==> config.mk <==
export PLATFORM = sky130hd
export DESIGN_NAME = pc8001_audio_mixer_flat
export DESIGN_NICKNAME = d
export VERILOG_FILES = /design/src/rtl/pc8001_audio_mixer_if.sv /design/src/rtl/pc8001_audio_mixer.sv /design/src/flat_wrapper.sv
export SDC_FILE = /design/constraint.sdc
export NUM_CORES = 1
export LEC_CHECK = 0
export CAP_MARGIN = 10
export CORE_MARGIN = 3
export CORE_UTILIZATION = 55
export DETAILED_ROUTE_END_ITERATION = 6
export GPL_TIMING_DRIVEN = 1
export PLACE_DENSITY_LB_ADDON = 0.1
export SLEW_MARGIN = 20
export SYNTH_ARGS = -nofsm -noshare
export SYNTH_HDL_FRONTEND = slang
export SYNTH_SLANG_ARGS = --single-unit
==> constraint.sdc <==
create_clock -name clk_sys -period 6.6 [get_ports clk_sys]
set_input_delay 0.99 -clock clk_sys [delete_from_list [all_inputs] [get_ports clk_sys]]
set_output_delay 0.99 -clock clk_sys [all_outputs]
set_load 0.1 [all_outputs]
==> src/rtl/pc8001_audio_mixer_if.sv <==
// Mixer channel-control and audio-output bundle. The master drives channel controls; the slave returns audio.
// Output timing is set by the mixer's strobe only: there is no ready or backpressure path.
interface pc8001_audio_mixer_if #(
    parameter int NCH = 3,
    parameter int IW  = 4,
    parameter int OW  = 16
);
    logic [NCH*IW-1:0]     ch_in;
    logic [NCH-1:0]        ch_en;
    logic [NCH*4-1:0]      ch_gain;
    logic [NCH*2-1:0]      ch_pan;
    logic                  mute;
    logic signed [OW-1:0]  audio_l;
    logic signed [OW-1:0]  audio_r;
    logic                  sample_stb;
    logic                  clip;
    logic                  fade_busy;

    modport master (
        output ch_in, ch_en, ch_gain, ch_pan, mute,
        input  audio_l, audio_r, sample_stb, clip, fade_busy
    );

    modport slave (
        input  ch_in, ch_en, ch_gain, ch_pan, mute,
        output audio_l, audio_r, sample_stb, clip, fade_busy
    );
endinterface

==> src/rtl/pc8001_audio_mixer.sv <==
// N-channel mixer: outputs are saturated and faded, and update 3 clk after each divider strobe.
// The design has no backpressure: inputs are sampled only at the strobe, and outputs hold between samples.
module pc8001_audio_mixer #(
    parameter int NCH        = 3,
    parameter int IW         = 4,
    parameter int OW         = 16,
    parameter int SAMPLE_DIV = 1024,
    parameter int FW         = 6
) (
    input  logic                   clk_sys,
    input  logic                   reset_n,
    pc8001_audio_mixer_if.slave    bus
);
    localparam int TW = IW + 17;
    localparam int SW = TW + $clog2(NCH);
    localparam int CW = $clog2(SAMPLE_DIV);
    localparam int LW = FW + 1;
    localparam int PW = OW + LW + 1;

    localparam logic [CW-1:0] CNT_LAST = CW'(SAMPLE_DIV - 1);
    localparam logic [LW-1:0] LMAX     = LW'(1) << FW;

    localparam logic [1:0] MUTED     = 2'd0;
    localparam logic [1:0] RAMP_UP   = 2'd1;
    localparam logic [1:0] ON        = 2'd2;
    localparam logic [1:0] RAMP_DOWN = 2'd3;

    localparam logic signed [SW-1:0] SMAX = {{(SW-OW+1){1'b0}}, {(OW-1){1'b1}}};
    localparam logic signed [SW-1:0] SMIN = {{(SW-OW+1){1'b1}}, {(OW-1){1'b0}}};
    localparam logic signed [OW-1:0] OMAX = {1'b0, {(OW-1){1'b1}}};
    localparam logic signed [OW-1:0] OMIN = {1'b1, {(OW-1){1'b0}}};

    logic [CW-1:0] cnt_q, cnt_d;
    logic          s0;

    logic [1:0]    state_q, state_d;
    logic [LW-1:0] level_q, level_d;

    logic signed [IW-1:0] ctr    [NCH];
    logic signed [TW-1:0] term_d [NCH];
    logic signed [TW-1:0] term_q [NCH];
    logic [NCH*2-1:0]     pan_q;
    logic                 v1_q;
    logic [LW-1:0]        lvl1_q;

    logic signed [SW-1:0] sum_l_d, sum_r_d, sum_l_q, sum_r_q;
    logic                 v2_q;
    logic [LW-1:0]        lvl2_q;

    logic                 clip_l, clip_r;
    logic signed [OW-1:0] sat_l, sat_r;
    logic signed [PW-1:0] prod_l, prod_r;

    logic signed [OW-1:0] audio_l_q, audio_r_q;
    logic                 clip_q, stb_q;
    logic                 unused_bits;

    assign s0    = (cnt_q == CNT_LAST);
    assign cnt_d = s0 ? '0 : cnt_q + CW'(1);

    // Fade tracks a target of 0 or unity; reversing mid-ramp just changes step direction.
    always_comb begin
        state_d = state_q;
        level_d = level_q;
        if (s0) begin
            if (!bus.mute && level_q != LMAX) begin
                level_d = level_q + LW'(1);
                state_d = (level_q == LMAX - LW'(1)) ? ON : RAMP_UP;
            end else if (bus.mute && level_q != '0) begin
                level_d = level_q - LW'(1);
                state_d = (level_q == LW'(1)) ? MUTED : RAMP_DOWN;
            end else begin
                state_d = bus.mute ? MUTED : ON;
            end
        end
    end

    // Centring an unsigned sample about midscale is just an MSB flip.
    always_comb begin
        for (int k = 0; k < NCH; k++) begin
            ctr[k]    = {~bus.ch_in[k*IW+IW-1], bus.ch_in[k*IW +: IW-1]};
            term_d[k] = bus.ch_en[k] ? (TW'(ctr[k]) <<< bus.ch_gain[k*4 +: 4]) : '0;
        end
    end

    always_comb begin
        sum_l_d = '0;
        sum_r_d = '0;
        for (int k = 0; k < NCH; k++) begin
            if (pan_q[2*k])   sum_l_d = sum_l_d + SW'(term_q[k]);
            if (pan_q[2*k+1]) sum_r_d = sum_r_d + SW'(term_q[k]);
        end
    end

    always_comb begin
        clip_l = (sum_l_q > SMAX) || (sum_l_q < SMIN);
        clip_r = (sum_r_q > SMAX) || (sum_r_q < SMIN);
        sat_l  = clip_l ? (sum_l_q[SW-1] ? OMIN : OMAX) : sum_l_q[OW-1:0];
        sat_r  = clip_r ? (sum_r_q[SW-1] ? OMIN : OMAX) : sum_r_q[OW-1:0];
        prod_l = PW'(sat_l) * PW'($signed({1'b0, lvl2_q}));
        prod_r = PW'(sat_r) * PW'($signed({1'b0, lvl2_q}));
    end

    assign unused_bits = ^{prod_l[FW-1:0], prod_l[PW-1:OW+FW], prod_r[FW-1:0], prod_r[PW-1:OW+FW]};

    always_ff @(posedge clk_sys or negedge reset_n) begin
        if (!reset_n) begin
            cnt_q     <= '0;
            state_q   <= MUTED;
            level_q   <= '0;
            for (int k = 0; k < NCH; k++) term_q[k] <= '0;
            pan_q     <= '0;
            v1_q      <= 1'b0;
            lvl1_q    <= '0;
            sum_l_q   <= '0;
            sum_r_q   <= '0;
            v2_q      <= 1'b0;
            lvl2_q    <= '0;
            audio_l_q <= '0;
            audio_r_q <= '0;
            clip_q    <= 1'b0;
            stb_q     <= 1'b0;
        end else begin
            cnt_q   <= cnt_d;
            state_q <= state_d;
            level_q <= level_d;
            v1_q    <= s0;
            v2_q    <= v1_q;
            stb_q   <= v2_q;
            if (s0) begin
                for (int k = 0; k < NCH; k++) term_q[k] <= term_d[k];
                pan_q  <= bus.ch_pan;
                lvl1_q <= level_q;
            end
            if (v1_q) begin
                sum_l_q <= sum_l_d;
                sum_r_q <= sum_r_d;
                lvl2_q  <= lvl1_q;
            end
            if (v2_q) begin
                audio_l_q <= prod_l[FW +: OW];
                audio_r_q <= prod_r[FW +: OW];
                clip_q    <= clip_l | clip_r;
            end
        end
    end

    assign bus.audio_l    = audio_l_q;
    assign bus.audio_r    = audio_r_q;
    assign bus.sample_stb = stb_q;
    assign bus.clip       = clip_q;
    assign bus.fade_busy  = (state_q == RAMP_UP) || (state_q == RAMP_DOWN);
endmodule
==> src/flat_wrapper.sv <==
// flat-port wrapper written by rule: the top's interface ports become plain ports
module pc8001_audio_mixer_flat 
#(
    parameter int NCH        = 3,
    parameter int IW         = 4,
    parameter int OW         = 16,
    parameter int SAMPLE_DIV = 1024,
    parameter int FW         = 6
)
  (clk_sys, reset_n, bus_ch_in, bus_ch_en, bus_ch_gain, bus_ch_pan, bus_mute, bus_audio_l, bus_audio_r, bus_sample_stb, bus_clip, bus_fade_busy);
  pc8001_audio_mixer_if #(.NCH(NCH), .IW(IW), .OW(OW)) bus_i ();
  input  logic clk_sys;
  input  logic reset_n;
  input wire logic [$bits(bus_i.ch_in)-1:0] bus_ch_in;
  input wire logic [$bits(bus_i.ch_en)-1:0] bus_ch_en;
  input wire logic [$bits(bus_i.ch_gain)-1:0] bus_ch_gain;
  input wire logic [$bits(bus_i.ch_pan)-1:0] bus_ch_pan;
  input wire logic [$bits(bus_i.mute)-1:0] bus_mute;
  output wire logic [$bits(bus_i.audio_l)-1:0] bus_audio_l;
  output wire logic [$bits(bus_i.audio_r)-1:0] bus_audio_r;
  output wire logic [$bits(bus_i.sample_stb)-1:0] bus_sample_stb;
  output wire logic [$bits(bus_i.clip)-1:0] bus_clip;
  output wire logic [$bits(bus_i.fade_busy)-1:0] bus_fade_busy;
  assign bus_i.ch_in = bus_ch_in;
  assign bus_i.ch_en = bus_ch_en;
  assign bus_i.ch_gain = bus_ch_gain;
  assign bus_i.ch_pan = bus_ch_pan;
  assign bus_i.mute = bus_mute;
  assign bus_audio_l = bus_i.audio_l;
  assign bus_audio_r = bus_i.audio_r;
  assign bus_sample_stb = bus_i.sample_stb;
  assign bus_clip = bus_i.clip;
  assign bus_fade_busy = bus_i.fade_busy;
  pc8001_audio_mixer #(.NCH(NCH), .IW(IW), .OW(OW), .SAMPLE_DIV(SAMPLE_DIV), .FW(FW)) u_core (.clk_sys(clk_sys), .reset_n(reset_n), .bus(bus_i));
endmodule
==> reports/metrics.csv <==
stage,metric,value,unit
critical_path,crit path max fanout,16,
logic_synthesis,post-synthesis sequential area ratio,22.4,%
critical_path,CP arrival,6.49,ns
drt,Total Wirelength,48.4,mm
logic_synthesis,synth unique cells,70,
drt,residual DRC count,0,
clock_network,clk slew on worst S/H paths,0.07,ns
drt,First-pass DRT Iterations,5,
logic_synthesis,post-synthesis async set-or-reset flop share,100,%
critical_path,CP Launch Point,u_core.sum_r_q[20],
placement,dpl cell area,0.0209,mm²
sta,final setup TNS,0,ns
global_routing,antenna violations before repair,0,
placement,Post-DP HPWL,38.4,mm
critical_path,RR Startpoint,u_core.sum_r_q[20],
clock_network,Inserted Clock Buffers,17,
outcome,status,completed,
drt,via count,15700,
placement,number of buffers added on ports,70,
floorplanning,Initial Util,56.6,%
sta,Max Fclk,0.163,GHz
pwr,Leak,10.7,nW
final_layout,post-route cell area,0.0214,mm²
clock_network,hold buffers post-CTS,0,
sta,clock skew,0.0108,ns
clock_network,Clock Latency Late Sink,0.46,ns
critical_path,WP data required,6.95,ns
critical_path,crit-path cells,"nor4_1, and3b_1, or2_2, a21o_1, and2_1, fa_1, fa_1, fa_1, inv_1, fa_1, inv_1, ha_1, a21o_1, a21oi_1, o21ai_0, nor4_1, o21ai_1, a311oi_1, nor2_1, a21oi_1, xnor2_1, mux2_2",
drt,wire per inst,17.5,µm
critical_path,WP buf/inv,2,
logic_synthesis,Synth Cell Area,0.0198,mm²
logic_synthesis,Yosys Warn Count,0,
final_layout,area of the multi-input gates,0.0139,mm²
drt,antenna-violating nets left,0,
global_routing,largest net degree at the start of global routing,86,
final_layout,FF+latch area,0.00443,mm²
final_layout,most frequent cells in the layout,"inv_1 (291), nand2_1 (247), and2_1 (196), dfrtp_1 (175), ha_1 (169)",
sta,post-route minimum period,6.15,ns
floorplanning,site row count,68,
critical_path,kind of capture point of the worst setup path,register,
clock_network,root buffer selected by CTS,clkbuf_16,
sta,period utilization,93.1,%
final_layout,fraction of layout cells with a size suffix above 1,6.00,%
global_routing,gr usage total,26.0,%
floorplanning,core area,0.0350,mm²
floorplanning,die width,196,µm
global_routing,gr ovfl total,0,
drt,vias per cell,5.67,
final_layout,number of nets in the layout,2671,
floorplanning,die footprint,0.0383,mm²
sta,worst-margin pin slew,1.00,ns
clock_network,CTS tree,built,
hold_path,HP Class,in2async,
critical_path,cells on worst reg2reg path,22,
final_layout,Antenna diodes,0,
job,max cap viols,0,
final_layout,area grow syn2layout,8.19,%
logic_synthesis,syn_nets,2660,
logic_synthesis,ys flop type,dfrtp_1,
critical_path,worst r2r dst,u_core.bus.audio_r[13],
critical_path,crit start category,register,
floorplanning,num ports,71,
logic_synthesis,Post-synth EDFFs,0,
critical_path,Top Family by Delay on Critical Path,adder cells,
critical_path,Crit Path Category,reg2reg,
global_routing,first-pass GRT wire length,81.0,mm
sta,RSZ-0062 raised after global routing,false,
floorplanning,Die Y,196,µm
clock_network,CTS Buffer Depth,2,
final_layout,fill count,3063,
pwr,maximum vdd drop,0.000187,V
critical_path,"slowest stage delay, CP",0.51,ns
logic_synthesis,synthesized area per cell,8.64,µm²
logic_synthesis,synthesized instance count,2291,
critical_path,crit-path most repeated cell,fa_1,
final_layout,"commonest non-fill, non-tap cell in the layout",inv_1,
drt,Iter 0 DRT Violations,1019,
pwr,Power Density,113,mW/mm²
clock_network,H-tree levels,4,
sta,# setup viols final,0,
placement,routability congestion estimate,0.908,
sta,Max Slew Vio Count,0,
global_routing,vias in the first global route,16000,
sta,final hold vios,0,
clock_network,# clock sinks,177,
critical_path,R2R Setup Slk,0.45,ns
sta,relative slew slack,33.1,%
logic_synthesis,count of state elements after synthesis,177,
critical_path,"Slowest-stage cell, CP",fa_1,
-- flip-flops by register name, indices dropped and copies added (netlist names) --
name,flops
u_core.bus.sample_stb,1
u_core.bus.audio_l,16
u_core.lvl1_q,7
u_core.state_q,1
u_core.level_q,7
u_core.bus.clip,1
u_core.v2_q,1
u_core.sum_l_q,23
u_core.v1_q,1
u_core.pan_q,6
u_core.lvl2_q,7
u_core.sum_r_q,23
u_core.cnt_q,10
u_core.term_q,57
u_core.bus.audio_r,16
-- cells in the mapped netlist (all sizes together), types with 20 or more instances --
master  instances  area [µm²]
ha            169        2110
mux2i          20         200
xnor2          73         639
dfrtp         177        4430
clkbuf         89         334
nor2          123         462
a21oi         143         719
a31oi          21         146
fa            164        3280
nand3          33         165
mux2           63         709
nand2         247         927
a211oi         20         155
xor2           48         420
a21o           63         473
inv           291        1090
o21ai         112         561
and2          196        1230
nor3           23         115
-- metal layers --
| metal | GRT usage (%) | wire [µm] | vias to the layer above |
|---|---|---|---|
| met5 | 0 | 0 | - |
| met4 | 8.63 | 1380 | 0 |
| met3 | 2.89 | 1550 | 78 |
| met2 | 43.8 | 22800 | 318 |
| met1 | 35.2 | 22700 | 7657 |
| li1 | - | - | 7651 |
-- power breakdown --
part / internal [mW] / switching [mW] / total, mW / leakage (nW)
combinational: 0.126 / 0.188 / 0.314 / 8.30
sequential: 1.09 / 0.00922 / 1.10 / 2.17
clock: 0.508 / 0.491 / 0.999 / 0.266
-- worst max path at each step --
| stage | cells past startpoint | slack (ns) | end |
|---|---|---|---|
| 3_5_place_dp | 21 | 0.35 | u_core.bus.audio_l[15] |
| 2_1_floorplan | 24 | 0.85 | u_core.bus.audio_r[13] |
| 3_3_place_gp | 21 | 0.50 | u_core.bus.audio_l[15] |
| 5_1_grt | 23 | 0.02 | u_core.bus.audio_r[13] |
| 6_report | 22 | 0.45 | u_core.bus.audio_r[13] |
| 4_1_cts | 21 | 0.31 | u_core.bus.audio_l[15] |
-- cell type report --
class / instances / share of cell area (%)
inverter: 292 / 5.12
tap: 455 / 2.66
sequential: 177 / 20.7
clock buffer: 20 / 2.09
multi-input combinational: 1728 / 65.1
clock inverter: 12 / 0.520
timing repair buffer: 86 / 3.84
-- through the flow --
| stage | util, % | hold WS, ns | std cells | worst slack (ns) | power [mW] |
|---|---|---|---|---|---|
| after floorplan | - | 0.352 | 2291 | 0.847 | 1.32 |
| after global placement | 59.6 | 0.460 | 2738 | 0.496 | 1.43 |
| after detailed placement | 59.6 | 0.466 | 2738 | 0.347 | 1.43 |
| after CTS | 61.2 | 0.402 | 2770 | 0.307 | 2.44 |
| after global routing | 61.3 | 0.421 | 2770 | 0.0188 | 2.51 |
| final | 61.3 | 0.406 | 2770 | 0.453 | 2.41 |
-- cell families after synthesis --
logic type               share of synthesized area, %
AO/OA/AOI/OAI                                    15.5
XOR/XNOR                                         5.35
adder cells (fa/ha/maj)                          27.3
buffers and inverters                            7.32
flip-flops                                       22.4
multiplexers                                     4.59
AND/OR/NAND/NOR                                  17.6
-- timing repair --
action                     4_1_cts  5_1_grt
gates resized for setup          0        1
buffers inserted                 0        0
setup endpoints to repair        0        1
No activity file was read; power rests on OpenSTA's default activity.
